--- src/rtl/wrap_addsub_pipe_if.sv ---
// rtl/wrap_addsub_pipe_if.sv - operand/result handshake bundle for wrap_addsub_pipe
interface wrap_addsub_pipe_if #(
    parameter int WIDTH = 5
);
    logic             in_valid;
    logic             in_ready;
    logic [WIDTH-1:0] in_a;
    logic [WIDTH-1:0] in_b;
    logic             in_sub;
    logic             out_valid;
    logic             out_ready;
    logic [WIDTH-1:0] out_sum;
    logic             out_carry;
    logic             out_wrapped;

    modport master (
        output in_valid, in_a, in_b, in_sub, out_ready,
        input  in_ready, out_valid, out_sum, out_carry, out_wrapped
    );

    modport slave (
        input  in_valid, in_a, in_b, in_sub, out_ready,
        output in_ready, out_valid, out_sum, out_carry, out_wrapped
    );
endinterface

--- src/rtl/wrap_addsub_pipe.sv ---
// rtl/wrap_addsub_pipe.sv - two-stage add/subtract with single modulo correction
module wrap_addsub_pipe #(
    parameter int WIDTH   = 5,
    parameter int MODULUS = 20
) (
    input  logic                clk,
    input  logic                rst,
    wrap_addsub_pipe_if.slave   bus
);
    localparam logic [WIDTH:0]   MOD_EXT   = (WIDTH+1)'(MODULUS);
    // When MODULUS == 2**WIDTH this truncates to 0 and the borrow fix-up is a no-op.
    localparam logic [WIDTH-1:0] MOD_TRUNC = WIDTH'(MODULUS);

    logic             v1_q, v1_d;
    logic [WIDTH:0]   raw_q, raw_d;
    logic             sub1_q, sub1_d;
    logic             v2_q, v2_d;
    logic [WIDTH-1:0] sum_q, sum_d;
    logic             carry_q, carry_d;
    logic             wrapped_q, wrapped_d;

    logic             in_ready;
    logic             xfer_in;
    logic             adv2;

    always_comb begin
        in_ready  = !rst && (!v1_q || !v2_q || bus.out_ready);
        xfer_in   = bus.in_valid && in_ready;
        adv2      = v1_q && (!v2_q || bus.out_ready);

        v1_d      = xfer_in ? 1'b1 : (adv2 ? 1'b0 : v1_q);
        raw_d     = raw_q;
        sub1_d    = sub1_q;
        if (xfer_in) begin
            sub1_d = bus.in_sub;
            if (bus.in_sub) begin
                raw_d = {1'b0, bus.in_a} + {1'b0, ~bus.in_b} + (WIDTH+1)'(1);
            end else begin
                raw_d = {1'b0, bus.in_a} + {1'b0, bus.in_b};
            end
        end

        v2_d      = adv2 ? 1'b1 : (bus.out_ready ? 1'b0 : v2_q);
        sum_d     = sum_q;
        carry_d   = carry_q;
        wrapped_d = wrapped_q;
        if (adv2) begin
            if (!sub1_q) begin
                carry_d = raw_q[WIDTH];
                if (raw_q >= MOD_EXT) begin
                    sum_d     = WIDTH'(raw_q - MOD_EXT);
                    wrapped_d = 1'b1;
                end else begin
                    sum_d     = raw_q[WIDTH-1:0];
                    wrapped_d = 1'b0;
                end
            end else begin
                // raw[WIDTH] clear means a < b: pull the negative result back into range.
                carry_d = !raw_q[WIDTH];
                if (!raw_q[WIDTH]) begin
                    sum_d     = raw_q[WIDTH-1:0] + MOD_TRUNC;
                    wrapped_d = 1'b1;
                end else begin
                    sum_d     = raw_q[WIDTH-1:0];
                    wrapped_d = 1'b0;
                end
            end
        end
    end

    always_ff @(posedge clk) begin
        if (rst) begin
            v1_q      <= 1'b0;
            raw_q     <= '0;
            sub1_q    <= 1'b0;
            v2_q      <= 1'b0;
            sum_q     <= '0;
            carry_q   <= 1'b0;
            wrapped_q <= 1'b0;
        end else begin
            v1_q      <= v1_d;
            raw_q     <= raw_d;
            sub1_q    <= sub1_d;
            v2_q      <= v2_d;
            sum_q     <= sum_d;
            carry_q   <= carry_d;
            wrapped_q <= wrapped_d;
        end
    end

    assign bus.in_ready    = in_ready;
    assign bus.out_valid   = v2_q;
    assign bus.out_sum     = sum_q;
    assign bus.out_carry   = carry_q;
    assign bus.out_wrapped = wrapped_q;
endmodule
--- src/flat_wrapper.sv ---
// flat-port wrapper written by rule: the top's interface ports become plain ports
module wrap_addsub_pipe_flat 
#(
    parameter int WIDTH   = 5,
    parameter int MODULUS = 20
)
  (clk, rst, bus_in_valid, bus_in_a, bus_in_b, bus_in_sub, bus_out_ready, bus_in_ready, bus_out_valid, bus_out_sum, bus_out_carry, bus_out_wrapped);
  wrap_addsub_pipe_if #(.WIDTH(WIDTH)) bus_i ();
  input  logic clk;
  input  logic rst;
  input wire logic [$bits(bus_i.in_valid)-1:0] bus_in_valid;
  input wire logic [$bits(bus_i.in_a)-1:0] bus_in_a;
  input wire logic [$bits(bus_i.in_b)-1:0] bus_in_b;
  input wire logic [$bits(bus_i.in_sub)-1:0] bus_in_sub;
  input wire logic [$bits(bus_i.out_ready)-1:0] bus_out_ready;
  output wire logic [$bits(bus_i.in_ready)-1:0] bus_in_ready;
  output wire logic [$bits(bus_i.out_valid)-1:0] bus_out_valid;
  output wire logic [$bits(bus_i.out_sum)-1:0] bus_out_sum;
  output wire logic [$bits(bus_i.out_carry)-1:0] bus_out_carry;
  output wire logic [$bits(bus_i.out_wrapped)-1:0] bus_out_wrapped;
  assign bus_i.in_valid = bus_in_valid;
  assign bus_i.in_a = bus_in_a;
  assign bus_i.in_b = bus_in_b;
  assign bus_i.in_sub = bus_in_sub;
  assign bus_i.out_ready = bus_out_ready;
  assign bus_in_ready = bus_i.in_ready;
  assign bus_out_valid = bus_i.out_valid;
  assign bus_out_sum = bus_i.out_sum;
  assign bus_out_carry = bus_i.out_carry;
  assign bus_out_wrapped = bus_i.out_wrapped;
  wrap_addsub_pipe #(.WIDTH(WIDTH), .MODULUS(MODULUS)) u_core (.clk(clk), .rst(rst), .bus(bus_i));
endmodule
--- config.mk ---
export PLATFORM = sky130hd
export DESIGN_NAME = wrap_addsub_pipe_flat
export DESIGN_NICKNAME = d
export VERILOG_FILES = /design/src/rtl/wrap_addsub_pipe_if.sv /design/src/rtl/wrap_addsub_pipe.sv /design/src/flat_wrapper.sv
export SDC_FILE = /design/constraint.sdc
export NUM_CORES = 1
export LEC_CHECK = 0
export CORE_AREA = 2 2 56 53
export CTS_CLUSTER_DIAMETER = 120
export DETAILED_ROUTE_END_ITERATION = 10
export DIE_AREA = 0 0 58 55
export PLACE_DENSITY = 0.7
export SLEW_MARGIN = 20
export SYNTH_ARGS = -nofsm -noshare
export SYNTH_HDL_FRONTEND = slang
export SYNTH_SLANG_ARGS = --single-unit
--- constraint.sdc ---
create_clock -name clk -period 2.86 [get_ports clk]
set_input_delay 0.572 -clock clk [delete_from_list [all_inputs] [get_ports clk]]
set_output_delay 0.572 -clock clk [all_outputs]
set_load 0.05 [all_outputs]
==> summary.txt <==
Status -> completed
Post-Synth Simple-Gate Area -> 0.1982
Num CTS Buffers -> 3
Mapped cell area -> 1124 um^2
Commonest cells after routing, fill and taps aside -> clkdlybuf4s50_1 (22), dfxtp_1 (16), inv_1 (14), ha_1 (13), a21oi_1 (12)
Post-synthesis instance total -> 133
CTS max path bufs -> 2
Core area -> 2613 um^2
Diode count -> 0
Post-CTS Setup Inserts -> 0
Sequential share of the synthesized area -> 0.2851
Largest family of logic cells by synthesized area -> compound AO/OA/AOI/OAI gates
Area share of fa/ha/maj cells after synthesis -> 0.1804
Post-Synth XOR/XNOR Area -> 0.01559
Gp weighted congestion -> 0.8086
Via Count -> 1005
Initial core utilization -> 0.4301
Antenna violations before repair -> 0
Slowest CP cell -> clkdlybuf4s50_1
Reg clk slew, reported paths -> 0.09 ns
WL final -> 2155 um
CTS tree -> built
Filler cells -> 255
DRT antenna net count -> 0
Most common cell after layout, fill and taps aside -> clkdlybuf4s50_1
Full die area -> 3190 um^2
Fin. Hold Viols -> 0
Yosys cell types -> 38
GRT Util Overall -> 0.1480
WL per Instance -> 11.71 um
Setup CP Type -> input port to register
Slew HR -> 0.6692
Least-Margin Pin Slew -> 0.4946 ns
Total gr overflow -> 0
Ys flop type -> dfxtp_1
Post-synth EDFFs -> 0
Arr. time, crit path -> 2.45 ns
VDD IR max -> 0.0002859 V
Unrepaired setup endpoints after global routing -> no
Area of the multi-input gates -> 724.4 um^2
Final worst path period share -> 0.7906
# rows -> 18
Layout cells sized above 1 -> 0.06494
Vias in the first global route -> 869
Area after DPL -> 1390 um^2
Power Density -> 397.6 nW/um^2
Die X -> 58 um
Nets -> 186
Post-synthesis register bit count -> 16
Pins over their slew limit -> 0
Pin count of the biggest net entering global routing -> 13
Post-Route Utilization -> 0.5407
Leakage Power -> 0.5650 nW
Syn Nets -> 163
Number of synthesis warnings -> 0
Residual DRC -> 0
Worst path required time -> 3.05 ns
Crit path capture type -> register
Wire length of the first global-routing pass -> 3663 um
Crit-path max cell delay -> 0.48 ns
PostCTS Resize Cnt -> 0
Ys async rst share -> 0
Clock root buffer master -> clkbuf_4
MaxCap Viol Count -> 0
Port bufs -> 23
HP Class -> register to register
Hpwl dp -> 1733 um
DIE HEIGHT -> 55 um
Starting DRC count in detailed routing -> 43
Mapped Avg Cell Area -> 8.448 um^2
Setup violations, final -> 0
Clock sink count -> 16
Hold-fix buffers at CTS -> 0
Vias/cell -> 5.462
Finished Cell Area -> 1413 um^2
Clock Latency Late Sink -> 0.28 ns
Synth Area in Compound Gates -> 0.2416
Critical path, cell by cell -> clkdlybuf4s50_1 > ha_1 > inv_1 > fa_1 > o21bai_1 > a211oi_1 > or4_1 > o311ai_1
I/O pins -> 24
DRT Pass-1 Iters -> 4
Area Overhead vs Synth -> 25.72%
Setup Skew -> 0.005077 ns
Fmax achieved -> 442.3 MHz
Htree depth -> 1
Largest delay share family, worst path -> adder cells
Multiplexer area fraction after synthesis -> 0.008909
WP buf/inv -> 2
CP Launch Type -> input port
Min Tclk post-route -> 2.261 ns
Storage element area -> 320.3 um^2
TNS Setup -> 0 ns
CP Max Fanout -> 2
## report_power, final
group | leakage, nW | switching [mW] | internal, mW
Combinational | 0.420 | 0.103 | 0.0866
Clock | 0.0138 | 0.0662 | 0.0489
Sequential | 0.132 | 0.0168 | 0.240
Total | 0.565 | 0.186 | 0.376
## state kept, by name, summed over array words and instances, names as in the netlist
| register | count |
|---|---|
| u_core.bus.out_carry | 1 |
| u_core.raw_q | 6 |
| u_core.bus.out_valid | 1 |
| u_core.bus.out_wrapped | 1 |
| u_core.v1_q | 1 |
| u_core.sub1_q | 1 |
| u_core.bus.out_sum | 5 |
## final cells by class
| type | instances | area share |
|---|---|---|
| Inverter | 14 | 0.03720 |
| Sequential cell | 16 | 0.2267 |
| Tap cell | 30 | 0.02657 |
| Clock buffer | 3 | 0.01594 |
| Multi-Input combinational cell | 96 | 0.5128 |
| Timing Repair Buffer | 25 | 0.1807 |
## per-stage QoR
step | cells | hold WS (ns) | setup WS [ns] | power, mW
final | 184 | 0.4600 | 0.5989 | 0.5617
after global routing | 184 | 0.4925 | 0.4964 | 0.5962
after CTS | 184 | 0.4620 | 0.5957 | 0.5669
after detailed placement | 181 | 0.4496 | 0.3038 | 0.4519
after global placement | 181 | 0.4451 | 0.3502 | 0.4475
after floorplan | 133 | 0.4406 | 0.5558 | 0.3888
## path summary, 6_finish.rpt
path                                                           from                             endpoint  slack, ns  cells past startpoint
worst max-delay path                                    bus_in_b[0]         u_core.raw_q[4]$_SDFFE_PP0P_       0.60                      8
worst min-delay path            u_core.bus.out_wrapped$_SDFFE_PP0P_  u_core.bus.out_wrapped$_SDFFE_PP0P_       0.46                      2
worst max register to register         u_core.raw_q[3]$_SDFFE_PP0P_   u_core.bus.out_sum[2]$_SDFFE_PP0P_       1.23                      6
worst min register to register  u_core.bus.out_wrapped$_SDFFE_PP0P_  u_core.bus.out_wrapped$_SDFFE_PP0P_       0.46                      2
## kinds of logic after synthesis
family                     count (synthesis)
adders and majority gates                 15
buffers and inverters                     21
AOI/OAI and AO/OA                         39
xor gates and xnor gates                   2
muxes                                      1
and+or+nand+nor                           39
DFF                                       16
## tightest hold or removal path, cell delays in order (launching register included)
cell and delay, ns:
dfxtp_1 0.32, nand2_1 0.05, a21oi_1 0.05
## cell usage after synthesis (3+ instances only)
cell type / instances / share of area
dfxtp_1: 16 / 0.29
inv_1: 14 / 0.047
ha_1: 13 / 0.14
a21oi_1: 12 / 0.053
nor2_1: 10 / 0.033
nand2_1: 9 / 0.030
a211oi_1: 6 / 0.040
clkbuf_1: 6 / 0.020
o21ai_0: 5 / 0.022
nand3b_1: 4 / 0.027
o211ai_1: 3 / 0.020
or3_1: 3 / 0.017
## layer usage
layer | part of all wire | track usage | vias to the layer above
li1 | - | - | 522
met1 | 0.48 | 0.1850 | 459
met2 | 0.47 | 0.2538 | 22
met3 | 0.035 | 0.02791 | 2
met4 | 0.0093 | 0.06202 | 0
met5 | 0 | 0 | -
Note: power is estimated with default switching activity, not from simulation.
